$ cat config.mk
export PLATFORM = sky130hd
export DESIGN_NAME = uut_feed_buffer
export DESIGN_NICKNAME = d
export VERILOG_FILES = /design/src/rtl/uut_feed_pkg.sv /design/src/rtl/feed_fifo.sv /design/src/rtl/uut_feed_buffer.sv
export SDC_FILE = /design/constraint.sdc
export NUM_CORES = 1
export LEC_CHECK = 0
export CORE_ASPECT_RATIO = 1.5
export CORE_MARGIN = 2
export CORE_UTILIZATION = 43
export CTS_CLUSTER_SIZE = 30
export DETAILED_ROUTE_END_ITERATION = 10
export HOLD_SLACK_MARGIN = 0.02
export PLACE_DENSITY = 0.63
export SLEW_MARGIN = 20
export SYNTH_ARGS = -nofsm -noshare
export SYNTH_HDL_FRONTEND = slang
export SYNTH_SLANG_ARGS = --single-unit
$ cat constraint.sdc
create_clock -name clk -period 4.9 [get_ports clk]
set_input_delay 0.98 -clock clk [delete_from_list [all_inputs] [get_ports clk]]
set_output_delay 0.98 -clock clk [all_outputs]
set_load 0.1 [all_outputs]
$ cat src/rtl/uut_feed_pkg.sv
// Shared types and default sizing for the UUT feed buffer.
package uut_feed_pkg;

    typedef enum logic [1:0] {
        STREAM = 2'd0,
        DRAIN  = 2'd1,
        DONE   = 2'd2
    } feed_state_t;

    localparam int unsigned FEED_WORD_SIZE = 32;
    localparam int unsigned FEED_DEPTH     = 8;
    localparam int unsigned FEED_AF_MARGIN = 2;
    localparam int unsigned FEED_PTR_W     = $clog2(FEED_DEPTH);
    localparam int unsigned FEED_LVL_W     = FEED_PTR_W + 1;

endpackage

$ cat src/rtl/feed_fifo.sv
// Circular FIFO with level counter; head word is kept in a register so the read port is registered.
module feed_fifo #(
    parameter int unsigned W     = 32,
    parameter int unsigned DEPTH = 8
) (
    input  logic                     clk,
    input  logic                     rst,
    input  logic                     clear,
    input  logic                     push,
    input  logic                     pop,
    input  logic [W-1:0]             wdata,
    output logic [W-1:0]             rdata,
    output logic [$clog2(DEPTH):0]   level,
    output logic [$clog2(DEPTH):0]   level_nx_c,
    output logic                     full_c,
    output logic                     empty_c
);

    localparam int unsigned PTR_W = $clog2(DEPTH);
    localparam int unsigned LVL_W = PTR_W + 1;

    logic [W-1:0]     mem [DEPTH];
    logic [PTR_W-1:0] wr_ptr;
    logic [PTR_W-1:0] rd_ptr;
    logic [PTR_W-1:0] wr_ptr_nx;
    logic [PTR_W-1:0] rd_ptr_nx;
    logic             do_push;
    logic             do_pop;

    // Clear wins over everything; a push into a full FIFO needs a same-cycle pop.
    always_comb begin
        full_c     = (level == LVL_W'(DEPTH));
        empty_c    = (level == '0);
        do_pop     = pop && !empty_c && !clear;
        do_push    = push && (!full_c || do_pop) && !clear;
        wr_ptr_nx  = wr_ptr;
        rd_ptr_nx  = rd_ptr;
        level_nx_c = level;
        if (clear) begin
            wr_ptr_nx  = '0;
            rd_ptr_nx  = '0;
            level_nx_c = '0;
        end else begin
            if (do_push) wr_ptr_nx = wr_ptr + PTR_W'(1);
            if (do_pop)  rd_ptr_nx = rd_ptr + PTR_W'(1);
            if (do_push && !do_pop)      level_nx_c = level + LVL_W'(1);
            else if (do_pop && !do_push) level_nx_c = level - LVL_W'(1);
        end
    end

    // Head register bypasses the write only when the new word becomes the head.
    always_ff @(posedge clk or negedge rst) begin
        if (!rst) begin
            wr_ptr <= '0;
            rd_ptr <= '0;
            level  <= '0;
            rdata  <= '0;
        end else begin
            wr_ptr <= wr_ptr_nx;
            rd_ptr <= rd_ptr_nx;
            level  <= level_nx_c;
            rdata  <= (do_push && (wr_ptr == rd_ptr_nx)) ? wdata : mem[rd_ptr_nx];
        end
    end

    always_ff @(posedge clk) begin
        if (do_push) mem[wr_ptr] <= wdata;
    end

endmodule

$ cat src/rtl/uut_feed_buffer.sv
// Elastic buffer from the core feed port to the UUT stream: FSM, backpressure and status flags.
module uut_feed_buffer
    import uut_feed_pkg::*;
#(
    parameter int unsigned WORD_SIZE = FEED_WORD_SIZE,
    parameter int unsigned DEPTH     = FEED_DEPTH,
    parameter int unsigned AF_MARGIN = FEED_AF_MARGIN
) (
    input  logic                    clk,
    input  logic                    rst,
    input  logic                    rst_uut,
    input  logic [WORD_SIZE-1:0]    feed_data_uut,
    input  logic                    feed_data_control_uut,
    input  logic                    stop_feed_uut,
    output logic                    busy_uut,
    output logic [WORD_SIZE-1:0]    m_data,
    output logic                    m_valid,
    input  logic                    m_ready,
    output logic                    m_last,
    output logic [$clog2(DEPTH):0]  level,
    output logic                    err_feed,
    output logic                    drained
);

    localparam int unsigned LVL_W = $clog2(DEPTH) + 1;

    feed_state_t      state;
    feed_state_t      state_nx;
    logic             push;
    logic             pop;
    logic             err_set;
    logic             full;
    logic             empty;
    logic [LVL_W-1:0] level_nx;
    logic             busy_nx;
    logic             m_valid_nx;
    logic             m_last_nx;

    feed_fifo #(
        .W     (WORD_SIZE),
        .DEPTH (DEPTH)
    ) u_fifo (
        .clk        (clk),
        .rst        (rst),
        .clear      (rst_uut),
        .push       (push),
        .pop        (pop),
        .wdata      (feed_data_uut),
        .rdata      (m_data),
        .level      (level),
        .level_nx_c (level_nx),
        .full_c     (full),
        .empty_c    (empty)
    );

    // Next state, accepted push and dropped-strobe detection; rst_uut overrides all.
    always_comb begin
        state_nx = state;
        push     = 1'b0;
        err_set  = 1'b0;
        pop      = m_valid && m_ready;
        case (state)
            STREAM: begin
                if (feed_data_control_uut) begin
                    if (!full || pop) push    = 1'b1;
                    else              err_set = 1'b1;
                end
                if (stop_feed_uut) state_nx = DRAIN;
            end
            DRAIN: begin
                err_set = feed_data_control_uut;
                if (empty || (pop && m_last)) state_nx = DONE;
            end
            DONE: begin
                err_set = feed_data_control_uut;
            end
            default: state_nx = STREAM;
        endcase
        if (rst_uut) begin
            state_nx = STREAM;
            push     = 1'b0;
            err_set  = 1'b0;
        end
        busy_nx    = rst_uut || (state_nx != STREAM) || (level_nx >= LVL_W'(DEPTH - AF_MARGIN));
        m_valid_nx = !rst_uut && (level_nx != '0) && (state_nx != DONE);
        m_last_nx  = m_valid_nx && (state_nx == DRAIN) && (level_nx == LVL_W'(1));
    end

    always_ff @(posedge clk or negedge rst) begin
        if (!rst) begin
            state    <= STREAM;
            busy_uut <= 1'b1;
            m_valid  <= 1'b0;
            m_last   <= 1'b0;
            err_feed <= 1'b0;
            drained  <= 1'b0;
        end else begin
            state    <= state_nx;
            busy_uut <= busy_nx;
            m_valid  <= m_valid_nx;
            m_last   <= m_last_nx;
            err_feed <= rst_uut ? 1'b0 : (err_feed | err_set);
            drained  <= (state_nx == DONE);
        end
    end

endmodule

==> impl_metrics.csv, run 1 <==
group,metric,value,unit
status,status,"completed",
critical_path,crit_slowest_cell,"a32oi_2",
sta,worst_slack,1.40,ns
logic_synthesis,synth-main-ff-cell,"edfxtp_1",
cts,clk_latency,0.57,ns
floorplanning,dieWidth,142,um
placed_design,pre_cts_ws,0.855,ns
cts,cts_setup_buffers,0,
global_route,overflow,0,
cts,h-tree-depth,1,
critical_path,crit_chain,"clkdlybuf4s50_1 > and2_1 > nand2_1 > a32oi_2 > buf_4 > o32a_1 > o221ai_1 > mux2_2",
critical_path,crit_arrival,3.94,ns
power_and_ir_drop,power.density,574,nW/um2
logic_synthesis,synth_edf_count,256,
sta,finalMaxSlewViolations,0,
floorplanning,fp.dieArea,29900,um2
route,drt_wl_total,26300,um
floorplanning,dieHeight,211,um
route,drtPass1Iterations,6,
route,drt-vias-per-instance,5.71,
critical_path,critical_path.max_stage_delay,0.87,ns
logic_synthesis,synth_top_area_share,62.7,%
route,wl_per_cell,22.2,um
logic_synthesis,syn-num-nets,776,
floorplanning,core-area,28100,um2
critical_path,cp_max_fo,15,
critical_path,critical_path_required,5.35,ns
hold_path,hp-start,"err_feed",
sta,final.min_clock_period,3.50,ns
global_route,grt_pass1_wl,40300,um
logic_synthesis,ys_ff_latch,305,
cells_and_area,drive_above_1_share,13.7,%
cts,cts_resized,0,
cells_and_area,syn_to_final_growth,17.6,%
global_route,grt_pass1_vias,6960,
logic_synthesis,avgSynthCellArea,16.8,um2
logic_synthesis,synth_area,12300,um2
cts,cts_tree,"yes",
critical_path,ff2ff_setup_slack,1.57,ns
sta,finalSetupViolations,0,
critical_path,endpoint_kind,"flop",
sta,fin_worst_skew,0.0108,ns
floorplanning,rows,75,
cells_and_area,n_antenna_cell,0,
power_and_ir_drop,ir_drop,0.361,mV
global_route,antenna_found_initial,1,
sta,finalHoldViolations,0,
global_route,grt_max_degree,65,
route,postRouteAntennaNets,0,
power_and_ir_drop,power_leakage,5.19,nW
critical_path,path_class,"in -> reg",
sta,fmax,286,MHz
critical_path,path_buf_inv,2,
sta,finalSetupTns,0,ns
cells_and_area,nFillCells,2255,
route,drc,0,
floorplanning,io_pins,79,
route,drt_iter0_drc,560,
cts,path_clk_slew,0.06,ns
logic_synthesis,netlist_top_cells_area,"edfxtp_1 (63%), dfrtp_1 (9.8%), mux2i_1 (7.8%), o32a_1 (2.5%), o221ai_1 (2.2%)",
run,cap_violations,0,
cts,cts-root-buf,"clkbuf_16",
placed_design,gp_congestion,0.751,
critical_path,cp-startpoint,"m_ready",
global_route,grt_usage,17.7,%
logic_synthesis,synth_commonest_cells,"edfxtp_1 (256), mux2i_1 (96), dfrtp_1 (48), nor2_1 (48), nor3_1 (40)",
cells_and_area,multi_input_area,3160,um2
sta,worst_pin_slew,1.03,ns
logic_synthesis,synth.distinct_cells,57,
logic_synthesis,synthArstFlopShare,16.1,%
cells_and_area,final-seq-area,8910,um2
sta,min_period_over_period,71.3,%
logic_synthesis,yosysTopAreaCell,"edfxtp_1",
logic_synthesis,synth.most_common_cell,"edfxtp_1",
floorplanning,start_util,43.7,%
cells_and_area,fin_nets,866,
hold_path,holdCritPathClass,"reg -> reg",
logic_synthesis,seq_area_frac_synth,72.7,%
cts,cts_sinks,305,
critical_path,reg2reg_from,"u_fifo.level[0]",
cts,cts_hold_buf,0,
placed_design,hpwlAfterDp,15300,um
sta,rsz0062_at_grt,"no",
cts,cts_buffer_depth,3,
logic_synthesis,synth_warnings,0,
logic_synthesis,synthCells,728,
route,vias,6774,
critical_path,cp_top_family,"compound AO/OA/AOI/OAI gates",
critical_path,cp-start-kind,"input pin",
cts,cts_inserted_buffers,28,
sta,slew_headroom,31.3,%
placed_design,io_buffers,78,
[worst reg2reg max path: cells and delay by family (launching register included)]
kind / cells / cell delay (ns)
adders and majority gates: 1 / 0.24
muxes: 1 / 0.28
buffers and inverters: 2 / 0.50
AOI/OAI and AO/OA: 3 / 1.13
and+or+nand+nor: 2 / 0.61
DFF: 1 / 0.46
[flip-flops by register name, indices dropped and copies added (netlist names), 2 cells and up]
register and flops:
state 2, u_fifo.wr_ptr 3, u_fifo.level 4, u_fifo.rd_ptr 3, u_fifo.mem 256, u_fifo.rdata 32
[power by group]
group,internal (W),switching (W),leakage (nW)
Clock,0.00113,0.000895,0.412
Sequential,0.00309,0.000139,2.91
Combinational,0.000879,0.00214,1.87
Total,0.00510,0.00317,5.19
[logic make-up (layout without fill, tap and decap cells)]
| logic type | after synthesis | count (layout) | share of synthesized area (%) |
|---|---|---|---|
| and+or+nand+nor | 133 | 133 | 5.50 |
| DFF | 305 | 305 | 72.7 |
| adders and majority gates | 10 | 10 | 1.02 |
| AOI/OAI and AO/OA | 94 | 94 | 6.74 |
| muxes | 128 | 128 | 11.1 |
| buffers and inverters | 50 | 162 | 2.36 |
| xor gates and xnor gates | 8 | 8 | 0.571 |
[placed cells by master, fill, tap and decap left out, types with 28 or more instances in the layout]
cell / count
o32a_1: 31
edfxtp_1: 256
dfrtp_1: 48
clkbuf_16: 28
nor2_1: 46
mux2i_1: 96
nor3_1: 37
clkdlybuf4s50_1: 76
o221ai_1: 31
[per-layer routing]
layer / track usage [%] / part of all wire [%] / up-vias
li1: - / - / 3065
met1: 22.2 / 41 / 3478
met4: 5.28 / 2.0 / 2
met5: 0 / 0.046 / -
met2: 31.9 / 52 / 185
met3: 2.43 / 4.3 / 44
[final cells by class]
type | count | area share, %
clock inverters | 5 | 0.356
clock buffers | 47 | 5.63
repair buffers | 104 | 7.13
flip-flops and latches | 305 | 61.8
multi-input cells | 373 | 21.9
well taps | 346 | 3.00
inverters | 6 | 0.156
[worst paths after layout]
kind / cells after the start / to
worst max-delay path: 8 / u_fifo.rdata[27]
worst min-delay path: 2 / err_feed
worst max register to register: 9 / u_fifo.rdata[27]
worst min register to register: 2 / err_feed
max in group asynchronous: 2 / err_feed
min in group asynchronous: 2 / u_fifo.rdata[13]
[through the flow]
stage | power, W | instances | instance area [um2] | util [%] | hold WS, ns
global placement | 0.00626 | 1134 | 13600 | 48.3 | 0.497
global route | 0.00859 | 1186 | 14400 | 51.4 | 0.564
finish | 0.00827 | 1186 | 14400 | 51.4 | 0.517
detailed placement | 0.00631 | 1134 | 13600 | 48.3 | 0.508
CTS | 0.00833 | 1186 | 14400 | 51.4 | 0.522
floorplan | 0.00551 | 728 | 12300 | - | 0.608
Power figures use the tool's default switching activity.
==> run 2: changes to the inputs <==
- clock period: 4.9 -> 2.9 ns (I/O delays scaled with it)
==> run 2 against run 1 <==
Compared with the run above: clock power is 81% higher; final area is 2.8% higher; final cell count is 2.5% higher; non-clock buffer count is 28 higher; combinational power is 76% higher; clock skew is 0.0012 ns lower; critical path depth is 1 higher; sequential share of layout area is 1.6 points lower; power is 75% higher; count of clock-buffer cells in the layout is 12 lower; setup slack worse by 1.2 ns; critical path type is now reg -> reg; highest routed layer is now met4.
==> impl_metrics.csv, run 2 (synthesis gave the netlist of run 1 again) <==
group,metric,value,unit
run,cap_violations,0,
global_route,grt_pass1_vias,7310,
global_route,overflow,0,
sta,hold_slack,0.484,ns
hold_path,holdCritPathClass,"in -> async",
global_route,grt_max_degree,36,
power_and_ir_drop,ir_drop,0.500,mV
sta,worst_pin_slew,0.514,ns
critical_path,crit_end,"u_fifo.rdata[26]",
placed_design,pre_cts_ws,0.0116,ns
cts,cts_buffer_depth,3,
critical_path,r2r_cells,9,
floorplanning,dieHeight,211,um
cts,clk_latency,0.55,ns
cts,cts-root-buf,"clkbuf_16",
cells_and_area,drive_above_1_share,22.5,%
floorplanning,core-area,28100,um2
power_and_ir_drop,power.total,0.0145,W
floorplanning,dieWidth,142,um
critical_path,endpoint_kind,"flop",
route,drtPass1Iterations,4,
sta,finalSetupViolations,0,
floorplanning,start_util,43.7,%
sta,worst_slack,0.184,ns
cells_and_area,final_common_cell,"edfxtp_1",
cells_and_area,postLayoutCellArea,14800,um2
cts,cts_hold_buf,1,
cts,h-tree-depth,1,
route,vias,6921,
sta,rsz0062_at_grt,"no",
placed_design,placed_cell_area,13900,um2
route,drt_wl_total,27300,um
floorplanning,io_pins,79,
global_route,antenna_found_initial,0,
critical_path,r2r-end,"u_fifo.rdata[26]",
route,postRouteAntennaNets,0,
power_and_ir_drop,power_leakage,5.46,nW
placed_design,gp_congestion,0.802,
critical_path,reg2reg_from,"u_fifo.level[1]",
cells_and_area,final_cells,1216,
power_and_ir_drop,power.density,975,nW/um2
sta,fmax,368,MHz
sta,finalHoldViolations,0,
cells_and_area,regMostFlops,"u_fifo.mem",
route,drt_iter0_drc,363,
route,wl_per_cell,22.5,um
critical_path,cp-startpoint,"u_fifo.level[1]",
critical_path,cp-start-kind,"flop",
critical_path,ff2ff_setup_slack,0.18,ns
sta,fin_worst_skew,0.00958,ns
cells_and_area,largest_reg_flops,256,
critical_path,cp_max_fo,24,
critical_path,crit_arrival,3.14,ns
sta,min_period_over_period,93.7,%
placed_design,io_buffers,78,
cts,cts_sinks,305,
placed_design,hpwlAfterDp,16700,um
route,drc,0,
cts,path_clk_slew,0.06,ns
route,drt-vias-per-instance,5.69,
global_route,grt_pass1_wl,41900,um
cells_and_area,syn_to_final_growth,20.9,%
global_route,grt_usage,18.3,%
sta,finalMaxSlewViolations,0,
cells_and_area,n_antenna_cell,0,
floorplanning,fp.dieArea,29900,um2
cts,cts_tree,"yes",
critical_path,path_class,"reg -> reg",
critical_path,critical_path_required,3.33,ns
cells_and_area,reg.largest.list,"u_fifo.mem (256), u_fifo.rdata (32), u_fifo.level (4)",
cts,cts_resized,0,
cts,cts_setup_buffers,0,
cells_and_area,fin_nets,895,
status,status,"completed",
placed_design,place_inst,1161,
cts,cts_inserted_buffers,29,
sta,final.min_clock_period,2.72,ns
floorplanning,rows,75,
sta,slew_headroom,65.7,%
cells_and_area,final_cell_mix,"edfxtp_1 (256), mux2i_1 (96), buf_4 (74)",
## run 2: cell count changes in the layout (fill, tap and decap cells not counted), moves of 4 or more
cell | before | now
buf_12 | 5 | 20
buf_4 | 21 | 74
clkbuf_1 | 15 | 6
clkbuf_8 | 4 | 0
clkdlybuf4s50_1 | 76 | 35
clkinv_1 | 1 | 8
dfrtp_1 | 48 | 43
dfrtp_4 | 0 | 4
## run 2: how the worst min path moves through the flow
stage               slack (ns)         endpoint     start
global route              0.51         state[0]       rst
floorplan                 0.28          drained       rst
CTS                       0.48         state[0]       rst
finish                    0.48  u_fifo.rdata[1]       rst
detailed placement        0.52         state[0]       rst
global placement          0.50         err_feed  err_feed
## run 2: cell type report
cell class	instances	area (um2)
clock inverters	19	170
repair buffers	132	1330
well taps	346	433
clock buffers	35	748
flip-flops and latches	305	8930
fillers	2214	13200
multi-input cells	373	3190
inverters	6	27.5
## run 2: per-stage QoR
stage | util (%) | TNS (ns)
after CTS | 52.9 | 0
after global placement | 49.5 | 0
final | 52.9 | 0
after floorplan | - | -2.50
after global routing | 52.9 | 0
after detailed placement | 49.5 | 0
## run 2: critical path, stage by stage, from the launching register on
cell and delay [ns]:
dfrtp_4 0.52, inv_4 0.08, ha_4 0.15, nor3b_4 0.43, o21ai_0 0.25, a21o_4 0.27, xor2_1 0.15, nand3_2 0.13
buf_12 0.22, mux2_2 0.37
## run 2: routing by layer
metal	GRT usage (%)	routed length, um	vias to the layer above
li1	-	-	3130
met1	22.7	11300	3602
met2	33.1	14400	152
met3	2.74	1130	37
met4	5.41	568	0
met5	0	0	-
## run 2: where the power goes
part / switching [W] / internal, W
logic: 0.00369 / 0.00163
clock network: 0.00155 / 0.00210
registers: 0.000252 / 0.00523
total: 0.00549 / 0.00897
==> run 3: changes to the inputs <==
- CELL_PAD_IN_SITES_DETAIL_PLACEMENT: default -> 0
- CELL_PAD_IN_SITES_GLOBAL_PLACEMENT: default -> 2
- CORE_UTILIZATION: 43 -> 40
- PLACE_DENSITY: 0.63 -> 0.76
==> run 3 against run 2 <==
Compared with the run above: maximum frequency is 2.2% higher; power grew 1.7%; combinational power increased by 2%; global-route usage decreased by 0.64 points; worst hold slack got worse by 0.39 ns; critical endpoint is now u_fifo.rdata[20].
==> impl_metrics.csv, run 3 (synthesis gave the netlist of run 1 again) <==
group,metric,value,unit
cells_and_area,n_antenna_cell,0,
critical_path,path_class,"reg -> reg",
cts,cts_resized,0,
route,drc,0,
cells_and_area,fin_nets,894,
global_route,grt_max_degree,34,
hold_path,holdCritPathClass,"in -> async",
sta,finalSetupTns,0,ns
critical_path,path_common_cell,"buf_4",
critical_path,crit_arrival,3.10,ns
critical_path,cp-start-kind,"flop",
cts,cts-root-buf,"clkbuf_16",
cells_and_area,nFillCells,2561,
sta,fmax,376,MHz
route,drt_iter0_drc,377,
route,drt-vias-per-instance,5.37,
global_route,grt_pass1_wl,43000,um
global_route,antenna_found_initial,0,
cts,cts_buffer_depth,3,
floorplanning,core-area,30300,um2
sta,hold_slack,0.0911,ns
cells_and_area,final-seq-area,8930,um2
status,status,"completed",
cells_and_area,final_cell_mix,"edfxtp_1 (256), mux2i_1 (96), buf_4 (71)",
sta,min_period_over_period,91.6,%
global_route,grt_pass1_vias,7212,
run,cap_violations,0,
global_route,use_met3,2.36,%
sta,finalHoldViolations,0,
route,wl_per_cell,22.3,um
sta,final.min_clock_period,2.66,ns
floorplanning,dieWidth,147,um
cells_and_area,final_common_cell,"edfxtp_1",
placed_design,io_buffers,78,
route,drt_wl_total,28300,um
critical_path,critical_path_required,3.34,ns
placed_design,gp_congestion,0.734,
global_route,busiest_layer,"met2",
cts,cts_sinks,305,
cells_and_area,drive_above_1_share,23.0,%
critical_path,critical_path.max_stage_delay,0.53,ns
cts,path_clk_slew,0.07,ns
route,drtPass1Iterations,6,
floorplanning,start_util,40.5,%
power_and_ir_drop,ir_drop,1.02,mV
floorplanning,io_pins,79,
route,postRouteAntennaNets,0,
power_and_ir_drop,power.density,982,nW/um2
cts,cts_tree,"yes",
sta,fin_worst_skew,0.00943,ns
sta,finalMaxSlewViolations,0,
global_route,overflow,0,
placed_design,hpwlAfterDp,16900,um
critical_path,endpoint_kind,"flop",
critical_path,crit_chain,"inv_4 > ha_4 > nor3b_4 > nor2_1 > buf_4 > a311oi_4 > buf_4 > o221ai_1 > mux2_2",
route,vias,6810,
global_route,grt_usage,17.7,%
cts,h-tree-depth,1,
sta,rsz0062_at_grt,"no",
cells_and_area,reg.largest.list,"u_fifo.mem (256), u_fifo.rdata (32), u_fifo.level (4)",
placed_design,place_inst,1215,
cts,cts_inserted_buffers,28,
floorplanning,rows,78,
cells_and_area,final_cells,1268,
power_and_ir_drop,power_leakage,5.49,nW
sta,worst_pin_slew,0.780,ns
cells_and_area,syn_to_final_growth,22.1,%
global_route,met1_usage,21.8,%
critical_path,crit_slowest_cell,"dfrtp_4",
global_route,met2_usage,32.3,%
critical_path,cp_max_fo,16,
sta,slew_headroom,48.0,%
floorplanning,dieHeight,218,um
cells_and_area,multi_input_area,3190,um2
cells_and_area,regMostFlops,"u_fifo.mem",
cts,clk_latency,0.55,ns
cells_and_area,largest_reg_flops,256,
floorplanning,fp.dieArea,32100,um2
sta,finalSetupViolations,0,
run 3: changes by cell type in the layout (fill, tap and decap cells not counted), sizes merged:
| cell | before | now |
|---|---|---|
| inv | 7 | 6 |
| bufinv | 3 | 4 |
| dlygate4sd3 | 1 | 0 |
| buf | 96 | 97 |
| clkinv | 14 | 10 |
| clkbuf | 35 | 37 |
run 3: timing repair:
item	in CTS	in global routing
buffers inserted	0	1
endpoints found under the setup margin	0	11
hold buffers	0	0
run 3: cell type report:
| cell class | instances | area share, % |
|---|---|---|
| inverters | 6 | 0.184 |
| repair buffers | 132 | 9.18 |
| clock inverters | 15 | 1.27 |
| flip-flops and latches | 305 | 59.7 |
| well taps | 400 | 3.34 |
| multi-input cells | 373 | 21.3 |
| clock buffers | 37 | 5.04 |
run 3: routing by layer:
layer	vias up	routed length [um]	share of wire (%)
li1	3124	-	-
met1	3502	11800	42
met2	144	14900	53
met3	40	1040	3.7
met4	0	609	2.2
met5	-	0	0
run 3: worst max-delay path: cells and delay by family, from the launching register on:
family	cells	cell delay, ns
flip-flops	1	0.53
adder cells (fa/ha/maj)	1	0.15
AND/OR/NAND/NOR	2	0.43
buffers and inverters	3	0.58
multiplexers	1	0.28
AO/OA/AOI/OAI	2	0.55
run 3: path summary, 6_finish.rpt:
path | startpoint | to | slack, ns | cells past startpoint
min reg2reg | err_feed | err_feed | 0.52 | 2
min in group clk | err_feed | err_feed | 0.52 | 2
max | u_fifo.level[1] | u_fifo.rdata[20] | 0.24 | 9
max reg2reg | u_fifo.level[1] | u_fifo.rdata[20] | 0.24 | 9
min | rst | u_fifo.rdata[16] | 0.09 | 1
max in group asynchronous | rst | busy_uut | 2.01 | 2
run 3: report_power, final:
group	total (W)	internal (W)	switching [W]
Sequential	0.00550	0.00523	0.000262
Clock	0.00375	0.00219	0.00156
Combinational	0.00546	0.00173	0.00373
run 3: metrics by stage:
step | util (%) | total power (W) | area [um2] | worst slack [ns]
floorplan | - | 0.00937 | 12400 | -0.0783
global placement | 46.3 | 0.0110 | 14000 | -0.0316
detailed placement | 46.3 | 0.0111 | 14000 | -0.0553
CTS | 49.5 | 0.0148 | 15000 | 0.0516
global route | 49.5 | 0.0153 | 15000 | 0.113
finish | 49.5 | 0.0147 | 15000 | 0.243
